**config.mk**
```make
export PLATFORM = sky130hd
export DESIGN_NAME = mux_rr_arbiter_flat
export DESIGN_NICKNAME = d
export VERILOG_FILES = /design/src/rtl/mux_rr_arbiter_if.sv /design/src/rtl/mux_rr_arbiter.sv /design/src/flat_wrapper.sv
export SDC_FILE = /design/constraint.sdc
export NUM_CORES = 1
export LEC_CHECK = 0
export CAP_MARGIN = 10
export CORE_MARGIN = 1
export CORE_UTILIZATION = 37
export DETAILED_ROUTE_END_ITERATION = 8
export PLACE_DENSITY_LB_ADDON = 0.1
export SYNTH_ARGS = -nofsm -noshare
export SYNTH_HDL_FRONTEND = slang
export SYNTH_SLANG_ARGS = --single-unit
```
**constraint.sdc**
```tcl
create_clock -name clk -period 4.4 [get_ports clk]
set_clock_uncertainty 0.1 [all_clocks]
set_input_delay 0.88 -clock clk [delete_from_list [all_inputs] [get_ports clk]]
set_output_delay 0.88 -clock clk [all_outputs]
set_load 0.01 [all_outputs]
```
**src/rtl/mux_rr_arbiter_if.sv**
```systemverilog
`default_nettype none
// +--------------------------------------------------------------------+
// | mux_rr_arbiter_if                                                  |
// | Requester-side request/data bus and arbiter-side grant/mux result. |
// | Rev 1.0 - initial release                                          |
// +--------------------------------------------------------------------+
interface mux_rr_arbiter_if;
    logic [7:0] req;
    logic [7:0] data_in;
    logic [7:0] gnt;
    logic [2:0] sel;
    logic       dout;
    logic       dout_valid;

    modport master (
        output req,
        output data_in,
        input  gnt,
        input  sel,
        input  dout,
        input  dout_valid
    );

    modport slave (
        input  req,
        input  data_in,
        output gnt,
        output sel,
        output dout,
        output dout_valid
    );
endinterface
`default_nettype wire

```
**src/rtl/mux_rr_arbiter.sv**
```systemverilog
`default_nettype none
// +--------------------------------------------------------------------+
// | mux_rr_arbiter                                                     |
// | 8-way round-robin arbiter driving a registered 8:1 data-bit mux.   |
// | Optional owner timeout: define MUX_ARB_TIMEOUT_EN.                 |
// | Rev 1.0 - initial release                                          |
// +--------------------------------------------------------------------+
module mux_rr_arbiter #(
    parameter int HOLD_MAX = 16
) (
    input  logic             clk,
    input  logic             rst_n,
    mux_rr_arbiter_if.slave  bus
);

    typedef enum logic [0:0] {
        S_IDLE  = 1'b0,
        S_GRANT = 1'b1
    } state_t;

    if (HOLD_MAX < 2 || HOLD_MAX > 255) begin : g_bad_hold_max
        $error("mux_rr_arbiter: HOLD_MAX must be within 2..255");
    end

    // Returns {found, index} of the first set bit at or after start, wrapping 7->0.
    function automatic logic [3:0] f_pick(input logic [7:0] r, input logic [2:0] start);
        logic [3:0] res;
        logic [2:0] idx;
        res = 4'b0000;
        for (int k = 7; k >= 0; k--) begin
            idx = start + 3'(k);
            if (r[idx]) begin
                res = {1'b1, idx};
            end
        end
        return res;
    endfunction

    state_t     state_q, state_d;
    logic [7:0] gnt_q, gnt_d;
    logic [2:0] sel_q, sel_d;
    logic [2:0] ptr_q, ptr_d;
    logic       dout_q, dout_d;
    logic       dout_valid_q, dout_valid_d;

    logic [7:0] w_others;
    logic [3:0] w_pick_idle;
    logic [3:0] w_pick_rel;
    logic       w_release;

`ifdef MUX_ARB_TIMEOUT_EN
    localparam logic [7:0] c_HOLD_LAST = 8'(HOLD_MAX - 1);
    logic [7:0] hold_q, hold_d;
`endif

    assign w_others    = bus.req & ~(8'h01 << sel_q);
    assign w_pick_idle = f_pick(bus.req, ptr_q);
    assign w_pick_rel  = f_pick(w_others, sel_q + 3'd1);

`ifdef MUX_ARB_TIMEOUT_EN
    assign w_release = ~bus.req[sel_q] | ((hold_q >= c_HOLD_LAST) & (|w_others));
`else
    assign w_release = ~bus.req[sel_q];
`endif

    always_comb begin
        state_d      = state_q;
        gnt_d        = gnt_q;
        sel_d        = sel_q;
        ptr_d        = ptr_q;
        dout_d       = 1'b0;
        dout_valid_d = 1'b0;
`ifdef MUX_ARB_TIMEOUT_EN
        hold_d       = hold_q;
`endif
        case (state_q)
            S_IDLE: begin
                gnt_d = 8'h00;
                if (w_pick_idle[3]) begin
                    state_d = S_GRANT;
                    sel_d   = w_pick_idle[2:0];
                    gnt_d   = 8'h01 << w_pick_idle[2:0];
`ifdef MUX_ARB_TIMEOUT_EN
                    hold_d  = 8'd0;
`endif
                end
            end
            S_GRANT: begin
                dout_d       = bus.data_in[sel_q];
                dout_valid_d = 1'b1;
                if (w_release) begin
                    // Owner is excluded from the re-arbitration so hand-over needs no idle cycle.
                    ptr_d = sel_q + 3'd1;
`ifdef MUX_ARB_TIMEOUT_EN
                    hold_d = 8'd0;
`endif
                    if (w_pick_rel[3]) begin
                        sel_d = w_pick_rel[2:0];
                        gnt_d = 8'h01 << w_pick_rel[2:0];
                    end else begin
                        state_d = S_IDLE;
                        gnt_d   = 8'h00;
                    end
                end
`ifdef MUX_ARB_TIMEOUT_EN
                else if (hold_q < c_HOLD_LAST) begin
                    hold_d = hold_q + 8'd1;
                end
`endif
            end
            default: begin
                state_d = S_IDLE;
                gnt_d   = 8'h00;
            end
        endcase
    end

    always_ff @(posedge clk or negedge rst_n) begin
        if (!rst_n) begin
            state_q      <= S_IDLE;
            gnt_q        <= 8'h00;
            sel_q        <= 3'd0;
            ptr_q        <= 3'd0;
            dout_q       <= 1'b0;
            dout_valid_q <= 1'b0;
`ifdef MUX_ARB_TIMEOUT_EN
            hold_q       <= 8'd0;
`endif
        end else begin
            state_q      <= state_d;
            gnt_q        <= gnt_d;
            sel_q        <= sel_d;
            ptr_q        <= ptr_d;
            dout_q       <= dout_d;
            dout_valid_q <= dout_valid_d;
`ifdef MUX_ARB_TIMEOUT_EN
            hold_q       <= hold_d;
`endif
        end
    end

    assign bus.gnt        = gnt_q;
    assign bus.sel        = sel_q;
    assign bus.dout       = dout_q;
    assign bus.dout_valid = dout_valid_q;

endmodule
`default_nettype wire

```
**src/flat_wrapper.sv**
```systemverilog
// flat-port wrapper written by rule: the top's interface ports become plain ports
module mux_rr_arbiter_flat 
#(
    parameter int HOLD_MAX = 16
)
  (clk, rst_n, bus_req, bus_data_in, bus_gnt, bus_sel, bus_dout, bus_dout_valid);
  mux_rr_arbiter_if bus_i ();
  input  logic clk;
  input  logic rst_n;
  input wire logic [$bits(bus_i.req)-1:0] bus_req;
  input wire logic [$bits(bus_i.data_in)-1:0] bus_data_in;
  output wire logic [$bits(bus_i.gnt)-1:0] bus_gnt;
  output wire logic [$bits(bus_i.sel)-1:0] bus_sel;
  output wire logic [$bits(bus_i.dout)-1:0] bus_dout;
  output wire logic [$bits(bus_i.dout_valid)-1:0] bus_dout_valid;
  assign bus_i.req = bus_req;
  assign bus_i.data_in = bus_data_in;
  assign bus_gnt = bus_i.gnt;
  assign bus_sel = bus_i.sel;
  assign bus_dout = bus_i.dout;
  assign bus_dout_valid = bus_i.dout_valid;
  mux_rr_arbiter #(.HOLD_MAX(HOLD_MAX)) u_core (.clk(clk), .rst_n(rst_n), .bus(bus_i));
endmodule
```
# Yosys cells after proc, flatten, opt, wreduce, memory -nomap -nowiden
# Index checks and enable logic that the tools add are counted.
dict set report totals {
  register_bits 17
  latchBits 0
  mem_bits_rw 0
  mem_bits_ro 0
  inputBits 18
  output_inout_bits 13
  elab_cells 116
  memories 0
}
dict set report classes {
  n_addsub 15
  n_mul 0
  div_mod_pow 0
  order_cmp 17
  eq_ne 3
  shift 3
  n_mux 66
  n_bitwise 4
  reduce_logical 2
}
# operator count
set op_table {}
lappend op_table {{$lt 3x4->1 const B} 17}
lappend op_table {{$mux 4} 16}
lappend op_table {{$bmux 1 s3} 18}
lappend op_table {{$add 3x3->3 const B} 8}
lappend op_table {{$mux 8} 3}
lappend op_table {{$shl 1x3->8 const A} 3}
lappend op_table {{$mux 1} 23}
lappend op_table {{$pmux 8 s2} 1}
lappend op_table {{$add 3x2->3 const B} 4}
lappend op_table {{$add 3x1->3 const B} 3}
lappend op_table {{$mux 3} 3}
lappend op_table {{$and 8x8->8} 1}
lappend op_table {{$not 8->8} 1}
lappend op_table {{$pmux 3 s2} 1}
lappend op_table {{$ne 2x2->1 const B} 2}
lappend op_table {{$reduce_and 3->1} 1}
lappend op_table {{$ne 2x1->1 const B} 1}
lappend op_table {{$not 1->1} 2}
lappend op_table {{$pmux 1 s2} 1}
lappend op_table {{$reduce_and 2->1} 1}

# Longest topological paths before layout
# Gate-level depths: netlist (run 1).
dict set report logic_depth {
  depth_word 17
  ltp_mapped 14
}

# Least setup slack after synthesis (run 1)
# Ideal clock, no wire load.
dict set report synth_timing {
  path_type {flip-flop to flip-flop}
  from {reg u_core.sel_q[0] (netlist: u_core.bus.sel[0])}
  to {reg u_core.gnt_q[7] (netlist: u_core.bus.gnt[7])}
  setup_time_ps 126
  arrival_ps 3344
  t_required_ps 4174
  path_slack_ps 830
  stages_incl_launch_ff 13
  path_buffers 2
  cell_sequence {dfrtp_1 > buf_6 > clkinv_1 > ha_1 > buf_2 > mux4_2 > mux2_2 > a21o_1 > nor4_1 > a211oi_1 > o21bai_1 > and4b_1 > a221o_1}
}
dict set report synth_via {
  elab_chain_cells 17
  elab_cells_between_ends 42
}
# item line
set synth_rtl {}
lappend synth_rtl {{from (decl)} mux_rr_arbiter.sv:41} ;# logic [2:0] sel_q, sel_d;
lappend synth_rtl {{from (signal assigned)} mux_rr_arbiter.sv:132} ;# sel_q <= sel_d;
lappend synth_rtl {{branches (longest 17 deep; another with $add 3x1->3)} n/a}
lappend synth_rtl {{to (signal assigned)} mux_rr_arbiter.sv:131} ;# gnt_q <= gnt_d;
lappend synth_rtl {{to (decl)} mux_rr_arbiter.sv:40} ;# logic [7:0] gnt_q, gnt_d;
# Parallel ways; which one is timed is not known. The select of a mux whose other input is x is not followed.
# A chain may end at the register's enable or synchronous reset.

# Worst setup path after layout (run 1)
dict set report layout_timing {
  from {in bus_req[0]}
  to {reg u_core.gnt_q[0] (netlist: u_core.bus.gnt[0])}
}
dict set report layout_via {
  elab_chain_cells 15
  elab_cells_between_ends 58
}
# item line
set layout_rtl {}
lappend layout_rtl {{from (decl)} flat_wrapper.sv:10} ;# input wire logic [$bits(bus_i.req)-1:0] bus_req;
lappend layout_rtl {{$and 8x8->8} mux_rr_arbiter.sv:56} ;# assign w_others = bus.req & ~(8'h01 << sel_q);
lappend layout_rtl {{$bmux 1 s3} mux_rr_arbiter.sv:32} ;# if (r[idx]) begin
lappend layout_rtl {{$mux 1 (implied by the code)} mux_rr_arbiter.sv:32}
lappend layout_rtl {{$mux 4 (8 in series)} mux_rr_arbiter.sv:32}
lappend layout_rtl {{$shl 1x3->8} mux_rr_arbiter.sv:99} ;# gnt_d = 8'h01 << w_pick_rel[2:0];
lappend layout_rtl {{$mux 8} mux_rr_arbiter.sv:97} ;# if (w_pick_rel[3]) begin
lappend layout_rtl {{$mux 8} mux_rr_arbiter.sv:91} ;# if (w_release) begin
lappend layout_rtl {{$pmux 8 s2} mux_rr_arbiter.sv:76} ;# case (state_q)
# Several ways; a longest one is shown, not always the timed one. The select of a mux whose other input is x is not followed.

==> reports/results.tsv, run 1 <==
metric	value	unit
detail_route.first_pass.iterations	5	
grt-ovfl-total	0	
syn_area_per_cell	8.83	µm²
fin_crit	4000	ps
crit_start	bus_req[0]	
cp_data_arrival_time	4080	ps
cts-root-buf	clkbuf_8	
timing.rr.start	u_core.bus.sel[0]	
synthesis.area	3110	µm²
max_freq	250	MHz
dpl.hpwl	7550	µm
worst_path_largest_cell_delay	600	ps
synthCells	352	
crit_type	in -> reg	
diodes	0	
cts_hold_buf	0	
max-slew-margin-rel	42.7	%
placementRows	33	
drive_above_1_share	17.5	%
cts_buffer_depth	2	
antenna_found_initial	0	
synth_flop_cell	dfrtp_1	
fin_setup_tns	0	ps
io_buffers	30	
synth_edf_count	0	
crit_path_top_delay_cell	clkdlybuf4s50_1	
ios	31	
ctsHtreeMaxLevel	1	
start_util	38.0	%
grt_setup_unrepaired	no	
yosysSeqAreaShare	13.7	%
cts_tree	yes	
cp-end-kind	flip-flop	
drcViolationCount	0	
numCtsBuffers	3	
path_cells	clkdlybuf4s50_1 > buf_4 > mux4_2 > mux2i_1 > nor3_1 > a211o_1 > a31oi_1 > nor3b_1 > a22oi_1 > o21ai_0	
cp.required	4470	ps
drv_slew	0	
clock-sinks	17	
grt_pass1_vias	3063	
ys_seq_elements	17	
routed_wl	9900	µm
ys_async_sr_fraction	100	%
cap_viol_max_count	0	
die_w	93.6	µm
gp_congestion	0.991	
start_kind	input port	
worstMarginPinSlew	849	ps
postCtsSetupBuffers	0	
initialDrtViolationCount	209	
grt_usage	23.7	%
grt_max_degree	27	
setup_viol	0	
nets	406	
ys_warn_count	0	
synthToLayoutAreaGrowth	15.8	%
crit_fanout	11	
hold_viol	0	
cts_resized	0	
wl_per_cell	20.5	µm
postRouteAntennaNets	0	
hold_start	u_core.bus.gnt[1]	
viasPerCell	6.60	
finalCritPeriodShare	91.0	%
clk_pin_slew	70	ps
hold_class	reg -> reg	
die_y	93.6	µm
die-area	8770	µm²
synth_fp_nets	380	
num_vias	3182	
core_area	8180	µm²
insertion_delay	250	ps
grt_pass1_wl	16100	µm
ys_types	66	
status	completed	
final cells by class:
cell class	instances	area (µm²)
fill	816	4580
tap	105	131
clock buffer	3	41.3
sequential	17	425
multi-input combinational	289	2480
inverter	17	63.8
clock inverter	1	5.00
timing repair buffer	50	450
cell usage after synthesis, types with 4 or more instances:
| master | instances | share of area [%] |
|---|---|---|
| inv_1 | 14 | 1.7 |
| and2_1 | 5 | 1.0 |
| ha_1 | 10 | 4.0 |
| o311ai_0 | 7 | 2.0 |
| nand2_1 | 29 | 3.5 |
| nor2b_1 | 7 | 1.4 |
| o31ai_1 | 4 | 0.97 |
| o211a_1 | 4 | 1.3 |
| clkbuf_1 | 11 | 1.3 |
| xor2_1 | 7 | 2.0 |
| mux4_2 | 22 | 16 |
| a21oi_1 | 12 | 1.9 |
| nand3_1 | 7 | 1.1 |
| mux2i_1 | 17 | 5.5 |
| a221oi_1 | 7 | 2.0 |
| o211ai_1 | 7 | 1.7 |
| o21ai_0 | 9 | 1.4 |
| mux2_2 | 12 | 4.3 |
| a31oi_1 | 6 | 1.2 |
| xnor2_1 | 4 | 1.1 |
| nor2_1 | 14 | 1.7 |
| a311oi_1 | 6 | 1.7 |
| nor3_1 | 6 | 0.97 |
| a22oi_1 | 5 | 1.2 |
| buf_2 | 13 | 2.1 |
| a221o_1 | 5 | 1.6 |
| a21o_1 | 6 | 1.4 |
| dfrtp_1 | 17 | 14 |
| a211oi_1 | 9 | 2.2 |
| a211o_1 | 8 | 2.3 |
through the flow:
step / utilization (%) / cell area (µm²) / setup slack [ps] / std cells / hold slack [ps]
6_report: 44.0 / 3600 / 397 / 482 / 418
5_1_grt: 44.0 / 3600 / 240 / 482 / 434
4_1_cts: 44.0 / 3600 / 415 / 482 / 420
3_5_place_dp: 43.4 / 3550 / 166 / 478 / 404
3_3_place_gp: 43.4 / 3550 / 182 / 478 / 399
2_1_floorplan: - / 3110 / 830 / 352 / 366
placed cells by master, fill, tap and decap left out, types with 4 or more instances in the layout:
| cell | netlist | layout |
|---|---|---|
| a211o_1 | 8 | 8 |
| a211oi_1 | 9 | 9 |
| a21o_1 | 6 | 6 |
| a21oi_1 | 12 | 12 |
| a221o_1 | 5 | 5 |
| a221oi_1 | 7 | 7 |
| a22oi_1 | 5 | 5 |
| a311oi_1 | 6 | 6 |
| a31oi_1 | 6 | 6 |
| and2_1 | 5 | 5 |
| buf_4 | 1 | 20 |
| clkdlybuf4s50_1 | 0 | 30 |
| dfrtp_1 | 17 | 17 |
| ha_1 | 10 | 10 |
| inv_1 | 14 | 14 |
| mux2_2 | 12 | 12 |
| mux2i_1 | 17 | 17 |
| mux4_2 | 22 | 22 |
| nand2_1 | 29 | 29 |
| nand3_1 | 7 | 7 |
| nor2_1 | 14 | 14 |
| nor2b_1 | 7 | 7 |
| nor3_1 | 6 | 6 |
| o211a_1 | 4 | 4 |
| o211ai_1 | 7 | 7 |
| o21ai_0 | 9 | 9 |
| o311ai_0 | 7 | 7 |
| o31ai_1 | 4 | 4 |
| xnor2_1 | 4 | 4 |
| xor2_1 | 7 | 7 |
routing by layer:
metal  vias to the layer above  wire, µm  track usage (%)
li1                       1469         -                -
met2                       117      4890             41.3
met3                        22       446             2.20
met4                         0       298             7.69
met1                      1574      4270             30.6
met5                         -         0                0
logic make-up (layout without fill, tap and decap cells):
family,after synthesis,count (layout),share of synthesized area (%)
buf+inv,46,71,6.44
compound gates,122,122,30.8
flops,17,17,13.7
mux,51,51,25.8
xor+xnor,11,11,3.10
simple gates,95,95,16.2
fa+ha+maj,10,10,4.03
worst max-delay path: cells and delay by family:
kind            cells  cell delay [ps]
compound gates      4             1100
buf+inv             2              870
mux                 2              780
simple gates        2              450
final timing paths:
check                                          to  slack (ps)  cells after the start
worst min register to register  u_core.bus.gnt[1]         420                      2
max in group asynchronous       u_core.bus.gnt[2]        2730                      1
worst max-delay path            u_core.bus.gnt[0]         400                     10
worst max register to register  u_core.bus.gnt[5]         520                     11
min in group asynchronous       u_core.bus.gnt[6]         990                      1
worst min-delay path            u_core.bus.gnt[1]         420                      2
sequential cells by signal, indices dropped and copies added, names as in the netlist:
register / count
u_core.bus.gnt: 8
u_core.bus.sel: 3
u_core.ptr_q: 3
u_core.bus.dout: 1
u_core.bus.dout_valid: 1
u_core.state_q: 1
Power of run 1 is not shown: default switching activity piles up to over one toggle a cycle in this logic, so the estimate is an artifact.
==> inputs of run 2 (changes only) <==
==> constraint.sdc (replaced) <==
create_clock -name clk -period 4.5 [get_ports clk]
set_clock_uncertainty 0.1 [all_clocks]
set_input_delay 0.9 -clock clk [delete_from_list [all_inputs] [get_ports clk]]
set_output_delay 0.9 -clock clk [all_outputs]
set_load 0.01 [all_outputs]
==> reports/results.tsv, run 2 (synthesized netlist as in run 1, its figures left out) <==
metric	value	unit	change
clock-sinks	17		unchanged
fin_area	3600	µm²	about the same
grt_setup_unrepaired	no		
ios	31		unchanged
cp-end-kind	flip-flop		
grt_pass1_wl	15700	µm	-2.5%
gp_congestion	0.929		-6.2%
finalCritPeriodShare	88.9	%	
clk_pin_slew	60	ps	about the same
initialDrtViolationCount	227		+8.6%
hold_viol	0		unchanged
worstMarginPinSlew	795	ps	-53.6 ps
die_w	93.6	µm	unchanged
num_vias	3175		-0.22%
detail_route.first_pass.iterations	5		unchanged
drcViolationCount	0		unchanged
placementRows	33		unchanged
timing.rr.end	u_core.bus.gnt[5]		
grt_usage	22.9	%	-0.72 points
drive_above_1_share	17.2	%	-0.27 points
timing.rr.start	u_core.bus.sel[1]		
cts_resized	0		unchanged
fin_crit	4000	ps	
final_cell_mix	clkdlybuf4s50_1, nand2_1, mux4_2, buf_4		
cts_buffer_depth	2		unchanged
wl_per_cell	20.4	µm	-0.90%
ctsHtreeMaxLevel	1		unchanged
start_kind	input port		
use_met2	38.8	%	-2.5 points
cap_viol_max_count	0		unchanged
cts_hold_buf	0		unchanged
insertion_delay	250	ps	about the same
dpl.hpwl	7450	µm	-1.3%
rrSetupSlack	670	ps	+150 ps
numCtsBuffers	3		unchanged
dp_cells	478		unchanged
synthToLayoutAreaGrowth	15.8	%	about the same
antenna_found_initial	0		unchanged
cp.required	4540	ps	+70 ps
hold_ws	413	ps	-4.57 ps
grt_max_degree	25		-7.4%
fin_setup_tns	0	ps	unchanged
cts-root-buf	clkbuf_8		
largest_register_ffs	8		unchanged
stdcell_count	482		unchanged
dpl_cell_area	3550	µm²	unchanged
grt-ovfl-total	0		unchanged
layout_commonest_cell	clkdlybuf4s50_1		
hold_start	u_core.bus.gnt[0]		
core_area	8180	µm²	unchanged
routed_wl	9810	µm	-0.90%
hold_end	u_core.bus.gnt[0]		
grt_pass1_vias	2956		-3.5%
nets	406		unchanged
cp_data_arrival_time	4030	ps	-50 ps
crit_fanout	16		+5
die-area	8770	µm²	unchanged
viasPerCell	6.59		-0.22%
postRouteAntennaNets	0		unchanged
status	completed		
setup_viol	0		unchanged
met1_usage	30.1	%	-0.51 points
cts_tree	yes		
hold_class	reg -> reg		
hold_depth	2		unchanged
crit_type	in -> reg		
die_y	93.6	µm	unchanged
diodes	0		unchanged
globalRouteMet3Util	2.36	%	+0.16 points
max_freq	250	MHz	
postCtsSetupBuffers	0		unchanged
start_util	38.0	%	unchanged
drv_slew	0		unchanged
gr-max-usage-layer	met2		
max-slew-margin-rel	47.0	%	+4.3 points
io_buffers	30		unchanged
rr_worst_depth	11		unchanged
==> run 2: cell types whose count changed in the layout (fill, tap and decap cells not counted) <==
cell,before,now
clkbuf_1,0,1
clkinv_2,1,0
==> run 2: stage by stage <==
| step | setup WS, ps | utilization [%] |
|---|---|---|
| floorplan | 930 | - |
| global placement | 308 | 43.4 |
| detailed placement | 260 | 43.4 |
| CTS | 530 | 44.0 |
| global route | 247 | 44.0 |
| finish | 501 | 44.0 |
==> run 2: how the worst max path moves through the flow <==
stage | startpoint | to
floorplan | u_core.bus.sel[0] | u_core.bus.gnt[7]
global placement | bus_req[7] | u_core.bus.gnt[0]
detailed placement | bus_req[1] | u_core.bus.gnt[5]
CTS | bus_req[1] | u_core.bus.gnt[5]
global route | bus_req[6] | u_core.bus.gnt[4]
finish | bus_req[1] | u_core.bus.gnt[5]
==> run 2: area by class of cell <==
class	count	area, µm²
clock buffer	4	45.0
tap	105	131
inverter	17	63.8
timing repair buffer	50	450
sequential	17	425
fill	822	4580
multi-input combinational	289	2480
==> run 2: per-layer routing <==
layer / share of wire [%] / vias up / routed length, µm
li1: - / 1469 / -
met1: 44 / 1572 / 4300
met2: 48 / 112 / 4740
met3: 4.0 / 22 / 395
met4: 3.9 / 0 / 379
met5: 0 / - / 0
==> run 2: critical path: stages <==
cell	delay, ps
clkdlybuf4s50_1	680
mux4_2	670
mux2_2	290
a2111o_1	410
a221oi_2	270
o31ai_1	120
a21o_1	240
and4b_1	190
a221o_1	250
Power of run 2 is left out for the same reason.
